==> src/rtl/hazard_pkg.sv <==
// Shared encodings for the pipeline hazard controller: operand-forward selects and memory-wait FSM states.
// Pure definitions; no latency, no backpressure.
package hazard_pkg;

    localparam logic [1:0] FWD_RF  = 2'b00;
    localparam logic [1:0] FWD_WB  = 2'b01;
    localparam logic [1:0] FWD_MEM = 2'b10;

    typedef enum logic [1:0] {
        RUN  = 2'd0,
        WAIT = 2'd1,
        ERR  = 2'd2
    } mem_state_e;

endpackage

==> src/rtl/fwd_sel.sv <==
// Single-operand forwarding select for the E stage; M result beats W result, x0 never forwards.
// Combinational, zero latency; no backpressure.
module fwd_sel
    import hazard_pkg::*;
#(
    parameter int REG_AW = 5
) (
    input  logic              reg_write_m_i,
    input  logic              reg_write_w_i,
    input  logic [REG_AW-1:0] rd_m_i,
    input  logic [REG_AW-1:0] rd_w_i,
    input  logic [REG_AW-1:0] rs_e_i,
    output logic [1:0]        fwd_o
);

    always_comb begin
        fwd_o = FWD_RF;
        if (reg_write_m_i && (rd_m_i != '0) && (rd_m_i == rs_e_i)) begin
            fwd_o = FWD_MEM;
        end else if (reg_write_w_i && (rd_w_i != '0) && (rd_w_i == rs_e_i)) begin
            fwd_o = FWD_WB;
        end
    end

endmodule

==> src/rtl/hazard_ctrl_unit.sv <==
// Hazard controller: forwarding, load-use stall, branch flush, memory-wait freeze with timeout, perf counters.
// Stall/flush/forward outputs are combinational (zero latency); a not-ready memory freezes all five stages.
module hazard_ctrl_unit
    import hazard_pkg::*;
#(
    parameter int REG_AW      = 5,
    parameter int MEM_TIMEOUT = 16,
    parameter int CNT_W       = 16
) (
    input  logic              clk,
    input  logic              rst,
    input  logic              RegWriteM,
    input  logic              RegWriteW,
    input  logic [REG_AW-1:0] RD_M,
    input  logic [REG_AW-1:0] RD_W,
    input  logic [REG_AW-1:0] RD_E,
    input  logic [REG_AW-1:0] Rs1_E,
    input  logic [REG_AW-1:0] Rs2_E,
    input  logic [REG_AW-1:0] Rs1_D,
    input  logic [REG_AW-1:0] Rs2_D,
    input  logic              LoadE,
    input  logic              PCSrcE,
    input  logic              mem_req_M,
    input  logic              mem_ready,
    output logic [1:0]        ForwardAE,
    output logic [1:0]        ForwardBE,
    output logic              StallF,
    output logic              StallD,
    output logic              StallE,
    output logic              StallM,
    output logic              StallW,
    output logic              FlushD,
    output logic              FlushE,
    output logic              mem_err,
    output logic [CNT_W-1:0]  stall_cnt,
    output logic [CNT_W-1:0]  flush_cnt
);

    localparam int               WCW       = $clog2(MEM_TIMEOUT + 1);
    localparam logic [WCW-1:0]   WAIT_LAST = WCW'(MEM_TIMEOUT - 1);
    localparam logic [CNT_W-1:0] CNT_MAX   = '1;

    mem_state_e       state_q, state_d;
    logic [WCW-1:0]   wait_cnt_q, wait_cnt_d;
    logic             mem_err_q, mem_err_d;
    logic [CNT_W-1:0] stall_cnt_q, stall_cnt_d;
    logic [CNT_W-1:0] flush_cnt_q, flush_cnt_d;

    logic [1:0] fwd_a, fwd_b;
    logic       mem_stall, lu, freeze;
    logic [4:0] stall_vec;
    logic       flush_d, flush_e, br_flush;

    fwd_sel #(.REG_AW(REG_AW)) u_fwd_a (
        .reg_write_m_i (RegWriteM),
        .reg_write_w_i (RegWriteW),
        .rd_m_i        (RD_M),
        .rd_w_i        (RD_W),
        .rs_e_i        (Rs1_E),
        .fwd_o         (fwd_a)
    );

    fwd_sel #(.REG_AW(REG_AW)) u_fwd_b (
        .reg_write_m_i (RegWriteM),
        .reg_write_w_i (RegWriteW),
        .rd_m_i        (RD_M),
        .rd_w_i        (RD_W),
        .rs_e_i        (Rs2_E),
        .fwd_o         (fwd_b)
    );

    assign mem_stall = mem_req_M && !mem_ready;
    assign lu        = LoadE && (RD_E != '0) && ((RD_E == Rs1_D) || (RD_E == Rs2_D));
    assign freeze    = (state_q == ERR) || mem_stall;

    // Dropping the request while waiting releases the FSM exactly like a ready response.
    always_comb begin
        state_d    = state_q;
        wait_cnt_d = wait_cnt_q;
        mem_err_d  = mem_err_q;
        case (state_q)
            RUN: begin
                if (mem_stall) begin
                    state_d    = WAIT;
                    wait_cnt_d = WCW'(1);
                end
            end
            WAIT: begin
                if (!mem_stall) begin
                    state_d    = RUN;
                    wait_cnt_d = '0;
                end else if (wait_cnt_q == WAIT_LAST) begin
                    state_d   = ERR;
                    mem_err_d = 1'b1;
                end else begin
                    wait_cnt_d = wait_cnt_q + WCW'(1);
                end
            end
            ERR: begin
                state_d = ERR;
            end
            default: begin
                state_d = RUN;
            end
        endcase
    end

    // Branch outranks load-use: the load-use victim sits in D and is flushed anyway.
    always_comb begin
        stall_vec = '0;
        flush_d   = 1'b0;
        flush_e   = 1'b0;
        br_flush  = 1'b0;
        if (!rst) begin
            stall_vec = '0;
        end else if (freeze) begin
            stall_vec = '1;
        end else if (PCSrcE) begin
            flush_d  = 1'b1;
            flush_e  = 1'b1;
            br_flush = 1'b1;
        end else if (lu) begin
            stall_vec = 5'b11000;
            flush_e   = 1'b1;
        end
    end

    always_comb begin
        stall_cnt_d = stall_cnt_q;
        flush_cnt_d = flush_cnt_q;
        if (stall_vec[4] && (stall_cnt_q != CNT_MAX)) begin
            stall_cnt_d = stall_cnt_q + CNT_W'(1);
        end
        if (br_flush && (flush_cnt_q != CNT_MAX)) begin
            flush_cnt_d = flush_cnt_q + CNT_W'(1);
        end
    end

    always_ff @(posedge clk) begin
        if (!rst) begin
            state_q     <= RUN;
            wait_cnt_q  <= '0;
            mem_err_q   <= 1'b0;
            stall_cnt_q <= '0;
            flush_cnt_q <= '0;
        end else begin
            state_q     <= state_d;
            wait_cnt_q  <= wait_cnt_d;
            mem_err_q   <= mem_err_d;
            stall_cnt_q <= stall_cnt_d;
            flush_cnt_q <= flush_cnt_d;
        end
    end

    assign ForwardAE = rst ? fwd_a : FWD_RF;
    assign ForwardBE = rst ? fwd_b : FWD_RF;
    assign {StallF, StallD, StallE, StallM, StallW} = stall_vec;
    assign FlushD    = flush_d;
    assign FlushE    = flush_e;
    assign mem_err   = mem_err_q;
    assign stall_cnt = stall_cnt_q;
    assign flush_cnt = flush_cnt_q;

endmodule

==> config.mk <==
export PLATFORM = sky130hd
export DESIGN_NAME = hazard_ctrl_unit
export DESIGN_NICKNAME = d
export VERILOG_FILES = /design/src/rtl/hazard_pkg.sv /design/src/rtl/fwd_sel.sv /design/src/rtl/hazard_ctrl_unit.sv
export SDC_FILE = /design/constraint.sdc
export NUM_CORES = 1
export LEC_CHECK = 0
export BUFFER_PORTS_ARGS = -buffer_cell sky130_fd_sc_hd__buf_2
export CELL_PAD_IN_SITES_DETAIL_PLACEMENT = 1
export CELL_PAD_IN_SITES_GLOBAL_PLACEMENT = 1
export CORE_MARGIN = 5
export CORE_UTILIZATION = 30
export CTS_CLUSTER_SIZE = 24
export DETAILED_ROUTE_END_ITERATION = 6
export HOLD_SLACK_MARGIN = 0.1
export PLACE_DENSITY = 0.74
export SETUP_SLACK_MARGIN = 0.05
export SLEW_MARGIN = 15
export SYNTH_ARGS = -nofsm -noshare
export SYNTH_HDL_FRONTEND = slang
export SYNTH_SLANG_ARGS = --single-unit
==> constraint.sdc <==
create_clock -name clk -period 2.6 [get_ports clk]
set_input_delay 0.13 -clock clk [delete_from_list [all_inputs] [get_ports clk]]
set_output_delay 0.13 -clock clk [all_outputs]
set_load 0.1 [all_outputs]
==> run summary, run 1 <==
The flow ran to the end, and the final reports show no timing, DRC or antenna violations. In this run the cell area of the synthesized design comes to 2338 um2. The number of CTS-inserted buffers is 5, and the share of async-settable or async-resettable flops after synthesis is 0%. No sink is reached through more buffers than the 2 on the longest clock path. The final cycle utilization of the critical path is 86.49%, and the number of buffers inserted by post-CTS setup repair is 0. Per report_power, the clock group accounts for 33.6% of the total. In this run the critical register-to-register path is captured at wait_cnt_q[3]$_SDFFE_PN0P_.

In this run the count of I/O pins placed on the die edge is 87. Across every metal layer, demand over resource in global routing totals 13.91%. The tools report the number of global-route vias before repair as 2351. The HPWL after detailed placement is 5.413 mm. The number of enable-type register cells in the synthesized netlist works out to 0. For this design the total switching power over the nets is 0.3948 mW.

The H-tree generated during clock tree synthesis spans 2 levels. The total number of placement rows came out at 32. Internal power comes to 0.9113 mW. After global routing the overflow that remains totals 0.

The total negative slack for setup checks is 0 ns. The largest area contributor in the synthesized netlist is sky130_fd_sc_hd__dfxtp_1. In the final design database the tool counted 416 nets. Type of the setup path with the least slack: register to register. In the final routed layout, each cell accounts on average for 14.29 um.

The share of synthesized area occupied by flip-flops and latches was 34.24%; the first-pass GRT wire length was 11.25 mm. Clock-pin slew was measured on the worst setup and hold paths at 0.08 ns. The count of buffers inserted at the top-level ports works out to 86.

The critical path goes through ha_1 > and3_1 > ha_1 > nand2_1 > nor2_1 > a211oi_1 > nand4_1 > xor2_1 > nor2_1. The peak per-stage delay on the critical path is 0.58 ns. The number of synthesis warnings is 0, and the worst hold slack is 0.1819 ns. Once detail routing completed, the nets flagged for antenna violations numbered 0.

Share of Yosys cell area claimed by the top area cell type: 34.24%. After detailed routing, the total wire length is 6.746 mm. Static timing analysis puts the maximum clock frequency at 0.4447 GHz.

TritonCTS built the clock tree. The largest individual stage delay along the critical path comes from the cell sky130_fd_sc_hd__a211oi_1. The sort of element at the end of the critical path was a register.

The run gives 0 as the number of remaining DRC errors. Across all register-to-register paths, the minimum setup slack is 0.35 ns. Setup violations remaining at the end of the flow were counted as 0.

In the routed layout, each cell is associated on average with a via count of 4.900. The synthesized netlist devotes 9.417% of its cell area to compound gates. The tools report the post-synthesis instance total as 281. The synthesized design contains 40 register bits. The clock latency reported for the late side of the worst-skew pair was 0.29 ns.

Largest voltage drop on the vdd net: 252.9 uV. Setup repair after global routing left no endpoint under its margin. Summing the areas of all xor and xnor instances in the mapped netlist gives 16.10% of the synthesized area. Number of vias after detailed routing: 2313. The leakage dissipation is 1.337 nW, and the number of slew-limit violations in the final report is 0. The antenna diode count is 0.

The share of total power dissipated in combinational logic is 18.4%. The number of library cell types mapped by synthesis is 41, and the largest driver fanout on the critical path is 5. Among all flip-flop cells after synthesis, the most frequent one is sky130_fd_sc_hd__dfxtp_1. Once the floorplan was initialized, standard cells occupied 30.58% of the core. The run gives 54.36% as the relative slew slack. Entering global routing, the biggest net connects 22 pins. The min-delay analysis places its worst path in the category input pin to register.

The die covers 9661 um2. The worst setup path is launched from a register. The number of hold-slack violations in the final timing report was 0. In the post-synthesis netlist, the biggest area contributors are sky130_fd_sc_hd__dfxtp_1 34%, sky130_fd_sc_hd__xnor2_1 8.2%, sky130_fd_sc_hd__xor2_1 7.9%. A synthesized cell averages 8.322 um2.

The critical path starts at wait_cnt_q[0]$_SDFFE_PN0P_. CTS placed an instance of sky130_fd_sc_hd__clkbuf_8 at the clock tree root. Counting tap cells, the placed design contains a total of 464 instances. The number of standard cells in the final layout excluding fillers was 472. The width of the die was 98.29 um; the number of antenna violations at the first check in global routing was 0. The number of nets handed over by synthesis was 328. Of the post-synthesis cell area, the part taken by muxes is 5.136%.

For this design, the CTS-stage hold fixing added 0 buffers. The setup clock skew after layout was 0.008572 ns. The total power divided by cell area works out to 434.0 nW/um2. The share of total power in sequential cells was 48.0%; the number of violations of the max-capacitance limit was 0. The layout overhead on the synthesized area came out at 28.68%.

The share of cells above drive strength 1 works out to 29.19%. The start of the worst register-to-register path is wait_cnt_q[0]$_SDFFE_PN0P_. The clock sink count is 40.

The routability congestion estimate was 0.8044; the clock period minus worst slack was 2.249 ns. Termination of the worst setup path: wait_cnt_q[3]$_SDFFE_PN0P_. The number of filler cells placed in the layout is 945. The floorplan core area is 7647 um2. The first detailed-routing pass took 4 iterations.

The adder and majority cell fraction of the synthesized area came out at 2.140%. The combinational family with the most area after synthesis is simple AND/OR/NAND/NOR gates. STA puts the critical path data required time at 2.76 ns.

The worst register-to-register path has a depth of 9. Data arrives at the worst endpoint at 2.41 ns. At the pin with the least slew margin, the transition time is 0.6805 ns. The detailed router finished its first iteration with 26 violations. The overall die height works out to 98.29 um. Post-cts resize count: 0. The run gives 39.35% as the final design utilization. The switching share of power is 30.23%, and the share of synthesized cell area in and, or, nand and nor gates is 29.70%.
-- cell usage after synthesis (all sizes together), types with 2 or more instances --
library cell / n
buf: 4
a211oi: 2
dfxtp: 40
mux2i: 12
a31oi: 2
nor2b: 2
nor3: 4
or4: 7
nor4: 6
clkbuf: 5
o21ai: 15
nand3: 14
and3: 6
ha: 4
and2: 8
nor2: 24
xor2: 21
nand2: 29
or3: 4
a21oi: 10
nand4: 15
xnor2: 22
nand2b: 3
and4: 6
inv: 8
-- kinds of logic after synthesis --
kind of cell	count (synthesis)
simple gates	128
xor+xnor	43
compound gates	37
mux	12
flops	40
fa+ha+maj	4
buf+inv	17
-- critical path, delay by kind of cell, from the launching register on --
family / cells / cell delay, ns
xor gates and xnor gates: 1 / 0.16
and+or+nand+nor: 5 / 0.60
DFF: 1 / 0.35
adders and majority gates: 2 / 0.43
AOI/OAI and AO/OA: 1 / 0.58
-- metal layers --
layer | GRT usage (%) | up-vias | share of wire [%]
li1 | - | 1176 | -
met1 | 17.42 | 1081 | 47
met2 | 23.97 | 51 | 47
met3 | 3.786 | 5 | 5.2
met4 | 2.836 | 0 | 0.56
met5 | 0 | - | 0
-- cell usage in the layout, fill, tap and decap left out, types with 11 or more instances in the layout --
cell / Yosys / layout
sky130_fd_sc_hd__buf_2: 1 / 86
sky130_fd_sc_hd__dfxtp_1: 40 / 38
sky130_fd_sc_hd__mux2i_1: 12 / 12
sky130_fd_sc_hd__nand2_1: 29 / 29
sky130_fd_sc_hd__nand3_1: 14 / 14
sky130_fd_sc_hd__nand4_1: 15 / 15
sky130_fd_sc_hd__nor2_1: 24 / 24
sky130_fd_sc_hd__o21ai_0: 12 / 11
sky130_fd_sc_hd__xnor2_1: 22 / 22
sky130_fd_sc_hd__xor2_1: 21 / 21
-- flip-flops by register name, summed over array words and instances (netlist names) --
name,flops
flush_cnt,16
stall_cnt,16
wait_cnt_q,5
state_q,2
mem_err,1
-- through the flow --
stage | total power, mW | setup slack (ns) | instance area [um2]
floorplan | 0.8017 | 0.07044 | 2375
global placement | 0.8776 | 0.5043 | 2917
detailed placement | 0.8836 | 0.3570 | 2917
CTS | 1.327 | 0.3223 | 3009
global route | 1.377 | 0.1581 | 3009
finish | 1.306 | 0.3514 | 3009
-- area by class of cell --
type | count | area, um2 | area share (%)
Inverter | 8 | 30.03 | 0.9979
Clock buffer | 6 | 82.58 | 2.744
Tap cell | 102 | 127.6 | 4.241
Clock inverter | 2 | 10.01 | 0.3326
Multi-Input combinational cell | 224 | 1495 | 49.69
Sequential cell | 40 | 803.3 | 26.69
Timing Repair Buffer | 90 | 460.4 | 15.30
-- worst min-delay path by stage --
| stage | from | end | slack, ns | depth (start not counted) |
|---|---|---|---|---|
| 6_report | mem_req_M | state_q[0]$_SDFFE_PN0P_ | 0.18 | 3 |
| 5_1_grt | mem_ready | wait_cnt_q[0]$_SDFFE_PN0P_ | 0.21 | 4 |
| 4_1_cts | mem_req_M | state_q[0]$_SDFFE_PN0P_ | 0.17 | 3 |
| 3_5_place_dp | mem_err$_SDFFE_PN0P_ | mem_err$_SDFFE_PN0P_ | 0.47 | 2 |
| 3_3_place_gp | mem_err$_SDFFE_PN0P_ | mem_err$_SDFFE_PN0P_ | 0.45 | 2 |
| 2_1_floorplan | rst | stall_cnt[12]$_SDFFE_PN0P_ | 0.27 | 2 |
-- power groups by stage --
stage | logic (mW) | registers [mW] | clock network (mW)
floorplan | 0.139 | 0.663 | 0
CTS | 0.243 | 0.627 | 0.457
global route | 0.260 | 0.628 | 0.489
detailed placement | 0.242 | 0.641 | 0
global placement | 0.237 | 0.641 | 0
finish | 0.240 | 0.627 | 0.439
Note: power is estimated with default switching activity, not from simulation.
==> run 2, diff against run 1 <==
- CORE_UTILIZATION: 30 -> 35
- PLACE_DENSITY: 0.74 -> 0.82
==> run summary, run 2 (same netlist as run 1, synthesis figures left out) <==
The flow ran to the end, and the final reports show no timing, DRC or antenna violations. The number of filler cells placed in the layout is 802 (-15%). The vias per cell was 5.240 (+6.9%). The logs give 49 (+88%) for the initial detailed-routing violation count and 2515 (+7.0%) for the number of global-route vias before repair. Clock tree synthesis selected as its root buffer the cell sky130_fd_sc_hd__clkbuf_8. The class of the tightest hold or removal check is input pin to register. The final design utilization is 46.48% (+7.1 points), and the remaining global-route overflow is 0 (unchanged). The run gives 0.1846 ns (+0.002706 ns) as the worst hold slack. The global-route met1 utilization is 18.61% (+1.2 points), and the effective utilization at floorplan is 36.41% (+5.8 points).

The most critical setup path has its startpoint at stall_cnt[0]$_SDFFE_PN0P_. The clock edge transition at the registers on the reported setup and hold paths was 0.08 ns (about the same). The sort of element at the end of the critical path was a register. For the number of hold-repair buffers added at the cts stage, the log shows 0 (unchanged). The instance count along the most critical hold path was 3 (unchanged); the count of placed standard cells including taps was 438 (-5.6%). The run gives 22 (unchanged) as the maximum number of pins on one net before global-route repair. The final routed wire length divided by cell count is 15.48 um (+8.3%). For the detailed-route wire length, the log shows 6.905 mm (+2.4%). The logs give 2985 um2 (-0.79%) for the final standard cell area without fillers and 0 (unchanged) for the number of slew-limit violations in the final report.

The number of standard cells in the final layout excluding fillers was 446 (-5.5%). The top cell types in the final layout, fill and taps aside, are 86 x sky130_fd_sc_hd__buf_2, 38 x sky130_fd_sc_hd__dfxtp_1, 29 x sky130_fd_sc_hd__nand2_1. For the post-route total power, the log shows 1.373 mW (+5.1%). The number of vias after detailed routing is 2337 (+1.0%). For this design, the slowest cell found on the critical path is sky130_fd_sc_hd__or4_1. STA classifies the critical path startpoint as a register.

The layout overhead on the synthesized area is 27.66%, and the largest voltage drop on the vdd net is 287.5 uV (+14%). The logs give 803.3 um2 (unchanged) for the area taken by flip-flops and latches and 8416 um2 (-13%) for the total die area. The final cycle utilization of the critical path was 86.36% (-0.13 points).

The share of cells above drive strength 1 is 28.73% (-0.46 points). The relative slew slack is 54.44% (+0.082 points). The slew of the pin with the lowest slew margin came out at 0.6793 ns (-0.001223 ns).

The post-placement cell area is 2878 um2 (-1.3%). For the number of buffers on the longest clock path, the log shows 2 (unchanged). The layer flagged by global routing as most heavily used is met2.

The number of optimization iterations in the first detailed-route pass was 4 (unchanged); the number of antenna violations at the first check in global routing was 0 (unchanged). The global routing usage on met3 is 4.337% (+0.55 points). The worst setup slack for register-to-register paths is 0.35 ns (about the same), and the number of H-tree levels is 2 (unchanged). The count of buffers inserted at the top-level ports is 86 (unchanged).

The endpoint identified for the worst register-to-register timing path is stall_cnt[11]$_SDFFE_PN0P_. For the total negative slack for setup checks, the log shows 0 ns (unchanged). The width of the die is 91.74 um (-6.7%).

The overall die height is 91.74 um (-6.7%), and the number of remaining DRC errors is 0 (unchanged). The number of violations of the max-capacitance limit is 0 (unchanged), and the peak per-stage delay on the critical path is 0.47 ns (-0.11 ns). In this run the critical register-to-register path is launched from stall_cnt[0]$_SDFFE_PN0P_. The largest driver fanout on the critical path came out at 13 (+8). The setup path with the least slack is of type register to register. The worst hold path terminates at state_q[0]$_SDFFE_PN0P_.

The total power divided by cell area is 459.8 nW/um2 (+5.9%). The cell that appears most often on the critical path is sky130_fd_sc_hd__a21oi_1. Antenna diode count: 0 (unchanged).

The leakage dissipation is 1.336 nW (about the same). The logs give 0.8115 (+0.88%) for the routability congestion estimate and 1495 um2 (unchanged) for the area of the multi-input gates. The depth of the most critical reg-to-reg path was 8 (-1); the number of CTS-inserted buffers was 5 (unchanged).

The tools report the post-placement setup slack as 0.3881 ns (+0.03111 ns). Post-cts resize count: 0 (unchanged). The launch point of the worst hold path was mem_req_M. Setup repair after global routing left no endpoint under its margin. The first-pass GRT wire length came out at 11.66 mm (+3.6%). The number of placed I/O pins is 87 (unchanged), and the number of buffers inserted by post-CTS setup repair is 0 (unchanged).

For the number of hold-slack violations in the final timing report, the log shows 0 (unchanged). The clock sink count was 40 (unchanged). Fraction of met2 tracks used by global routing: 31.41% (+7.4 points).

The required arrival time at the worst endpoint is 2.82 ns (+0.06 ns), and the clock period minus worst slack is 2.245 ns (-0.003383 ns). The library cell used most frequently in the layout, excluding fill and tap cells, is sky130_fd_sc_hd__buf_2. The post-route antenna net violation count is 0 (unchanged). The global-route usage over all layers was 16.68% (+2.8 points); the post-route worst setup slack was 0.3548 ns (+0.003383 ns). TritonCTS built the clock tree.

The floorplan core area is 6422 um2 (-16%), and the total number of placement rows is 29 (-9.4%). The setup clock skew after layout is 0.006942 ns (-0.001630 ns), and the achievable frequency is 0.4454 GHz (+0.15%). The run gives 0.29 ns (about the same) as the clock latency reported for the late side of the worst-skew pair. The tools report the final net count as 415 (-0.24%). The run gives 5.559 mm (+2.7%) as the half-perimeter wire length of the detailed placement result. The signal on the critical path passes through ha_1 > and2_0 > and4_1 > a31oi_1 > a21oi_1 > buf_4 > or4_1 > a21oi_1. The data arrival at the endpoint of the critical path was 2.47 ns (+0.06 ns); the count of final setup violators was 0 (unchanged).
## run 2: changes by cell type in the layout (fill, tap and decap cells not counted)
cell	previous run	this run
sky130_fd_sc_hd__clkbuf_8	6	5
sky130_fd_sc_hd__clkbuf_1	0	1
sky130_fd_sc_hd__clkinv_2	2	1
sky130_fd_sc_hd__bufinv_16	0	1
sky130_fd_sc_hd__buf_4	4	3
## run 2: cell type report
| type | instances | share of cell area [%] |
|---|---|---|
| multi-input combinational | 224 | 50.08 |
| sequential | 40 | 26.91 |
| timing repair buffer | 89 | 15.17 |
| clock inverter | 2 | 1.174 |
| clock buffer | 6 | 2.431 |
| tap | 77 | 3.227 |
| inverter | 8 | 1.006 |
## run 2: how the worst max path moves through the flow
stage / endpoint / cells after the start
floorplan: flush_cnt[10]$_SDFFE_PN0P_ / 7
global placement: stall_cnt[11]$_SDFFE_PN0P_ / 8
detailed placement: wait_cnt_q[3]$_SDFFE_PN0P_ / 9
CTS: wait_cnt_q[3]$_SDFFE_PN0P_ / 9
global route: wait_cnt_q[3]$_SDFFE_PN0P_ / 9
finish: stall_cnt[11]$_SDFFE_PN0P_ / 8
## run 2: routing by layer
| metal | up-vias | share of wire (%) |
|---|---|---|
| met4 | 0 | 1.4 |
| met2 | 46 | 53 |
| li1 | 1177 | - |
| met3 | 9 | 4.0 |
| met5 | - | 0 |
| met1 | 1105 | 42 |
## run 2: report_power, final
part,switching [mW],total [mW],internal [mW]
sequential,0.00840,0.627,0.619
clock,0.221,0.506,0.285
combinational,0.160,0.239,0.0792
## run 2: worst max-delay path, delay by kind of cell (launching register included)
family	cells	cell delay, ns
simple gates	3	0.90
buf+inv	1	0.18
compound gates	3	0.52
fa+ha+maj	1	0.23
flops	1	0.35
==> run 3, diff against run 2 <==
- RECOVER_POWER: not set -> 100
==> run summary, run 3 (same netlist as run 1, synthesis figures left out) <==
The post-placement setup slack came out at 0.3881 ns (unchanged). The number of slew-limit violations in the final report was 0 (unchanged); the count of buffers inserted at the top-level ports was 86 (unchanged). The largest individual stage delay along the critical path comes from the cell sky130_fd_sc_hd__a21oi_1.

The post-cts resize count is 0 (unchanged). The peak per-stage delay on the critical path works out to 0.65 ns (+0.18 ns). The largest driver fanout on the critical path was 10 (-3); the share of cells above drive strength 1 was 17.89% (-11 points). The number of standard cells in the final layout excluding fillers was 446 (unchanged). The number of buffers inserted by post-CTS setup repair is 0 (unchanged), and the count of final setup violators is 0 (unchanged). The floorplan core area is 6422 um2 (unchanged), and the post-route total power is 1.364 mW (-0.59%). The logs give 1.170 nW (-12%) for the leakage dissipation and 284.1 uV (-1.2%) for the largest voltage drop on the vdd net.

The worst setup path is launched from a register. The tools report the final standard cell area without fillers as 2914 um2 (-2.4%). TritonCTS built the clock tree. The final design utilization is 45.37% (-1.1 points). Setup repair after global routing left no endpoint under its margin.

Compared with the post-synthesis result, the final layout area differs by 24.61%. The number of remaining DRC errors is 0 (unchanged), and the remaining global-route overflow is 0 (unchanged). The total die area was 8416 um2 (unchanged); the overall die height was 91.74 um (unchanged). The clock sink count came out at 40 (unchanged). The clock latency reported for the late side of the worst-skew pair is 0.29 ns (about the same), and the vias per cell is 5.247 (+0.13%). In this design, the largest share of critical-path delay is due to simple AND/OR/NAND/NOR gates. The worst setup path is of the register to register kind. In this run the clock root is driven by a sky130_fd_sc_hd__clkbuf_8. Class of the tightest hold or removal check: input pin to register. Sort of element at the end of the critical path: a register. Number of CTS-inserted buffers: 5 (unchanged).

Width of the die: 91.74 um (unchanged). Post-placement cell area: 2878 um2 (unchanged). The antenna diode count is 0 (unchanged).

The critical path goes through nor2b_1 > or4_1 > a21oi_1 > nand2_1 > xnor2_1 > and2_0. The clock period minus worst slack was 2.279 ns (+0.03394 ns); the number of global-route vias before repair was 2515 (unchanged). The logs give 2.78 ns (-0.04 ns) for the required arrival time at the worst endpoint and 11.66 mm (unchanged) for the first-pass GRT wire length. The run gives 2.46 ns (about the same) as the data arrival at the endpoint of the critical path.

The final routed wire length divided by cell count is 15.44 um (-0.25%). Leaving out fill and tap cells, the most frequent cell in the layout is sky130_fd_sc_hd__buf_2. The critical path buffer and inverter count works out to 0 (-1).

Leaving out fill and tap cells, the most frequent cells in the layout are 42 x sky130_fd_sc_hd__buf_2, 39 x sky130_fd_sc_hd__dfxtp_1, 36 x sky130_fd_sc_hd__clkbuf_1. The final net count was 415 (unchanged); the slew of the pin with the lowest slew margin was 1.214 ns (+0.5345 ns). The logs give 0 ns (unchanged) for the total negative slack for setup checks and 19.43% (-35 points) for the relative slew slack. For the number of violations of the max-capacitance limit, the log shows 0 (unchanged).

The tools report the number of antenna violations at the first check in global routing as 0 (unchanged). The logs give 22 (unchanged) for the maximum number of pins on one net before global-route repair and 4 (unchanged) for the number of optimization iterations in the first detailed-route pass. The tools report the total number of placement rows as 29 (unchanged). The number of placed I/O pins was 87 (unchanged). The logs give 820 (+2.2%) for the number of filler cells placed in the layout and 0 (unchanged) for the post-route antenna net violation count. The number of H-tree levels is 2 (unchanged), and the total power divided by cell area is 468.2 nW/um2 (+1.8%).

The run gives 438 (unchanged) as the count of placed standard cells including taps. The number of vias after detailed routing was 2340 (+0.13%). The achievable frequency is 0.4388 GHz (-1.5%). The global-route usage over all layers came out at 16.68% (unchanged). The tools report the post-route worst setup slack as 0.3208 ns (-0.03394 ns). The half-perimeter wire length of the detailed placement result was 5.559 mm (unchanged).

The number of hold-slack violations in the final timing report is 0 (unchanged), and the initial detailed-routing violation count is 62 (+27%). The run finished with clean final reports. The clock edge transition at the registers on the reported setup and hold paths was 0.08 ns (about the same). The tools report the setup clock skew after layout as 0.006826 ns (-0.0001157 ns). For the number of buffers on the longest clock path, the log shows 2 (unchanged).

The number of hold-repair buffers added at the cts stage came out at 0 (unchanged). The effective utilization at floorplan was 36.41% (unchanged); the detailed-route wire length was 6.888 mm (-0.25%). The routability congestion estimate was 0.8115 (unchanged); the final cycle utilization of the critical path was 87.66% (+1.3 points). Worst hold slack: 0.1873 ns (+0.002692 ns).
## run 3: per-layer routing
metal	GRT usage (%)	routed length (um)
met1	18.61	2812
met2	31.41	3639
met4	4.084	117
met3	4.337	319
met5	0	0
## run 3: report_power, final
group	leakage (nW)	internal [mW]	switching [mW]	total (mW)
clock	0.0552	0.285	0.217	0.502
combinational	0.792	0.0765	0.159	0.235
sequential	0.323	0.619	0.00848	0.627
## run 3: final cells by class
type | count | area, um2 | share of cell area, %
Tap cell | 77 | 96.34 | 3.306
Clock buffer | 6 | 72.57 | 2.490
Timing Repair Buffer | 89 | 409.1 | 14.04
Clock inverter | 2 | 35.03 | 1.202
Sequential cell | 40 | 802.0 | 27.52
Multi-Input combinational cell | 224 | 1469 | 50.41
Inverter | 8 | 30.03 | 1.030
## run 3: worst paths after layout
path / slack (ns) / start / cells past startpoint / end
min reg2reg: 0.48 / mem_err$_SDFFE_PN0P_ / 2 / mem_err$_SDFFE_PN0P_
max reg2reg: 0.32 / state_q[1]$_SDFFE_PN0P_ / 6 / flush_cnt[8]$_SDFFE_PN0P_
min: 0.19 / mem_req_M / 3 / state_q[0]$_SDFFE_PN0P_
max: 0.32 / state_q[1]$_SDFFE_PN0P_ / 6 / flush_cnt[8]$_SDFFE_PN0P_
## run 3: tightest hold or removal path: stages
cell and delay, ns:
sky130_fd_sc_hd__buf_2 0.10, sky130_fd_sc_hd__nand2b_1 0.13, sky130_fd_sc_hd__nor3_1 0.07
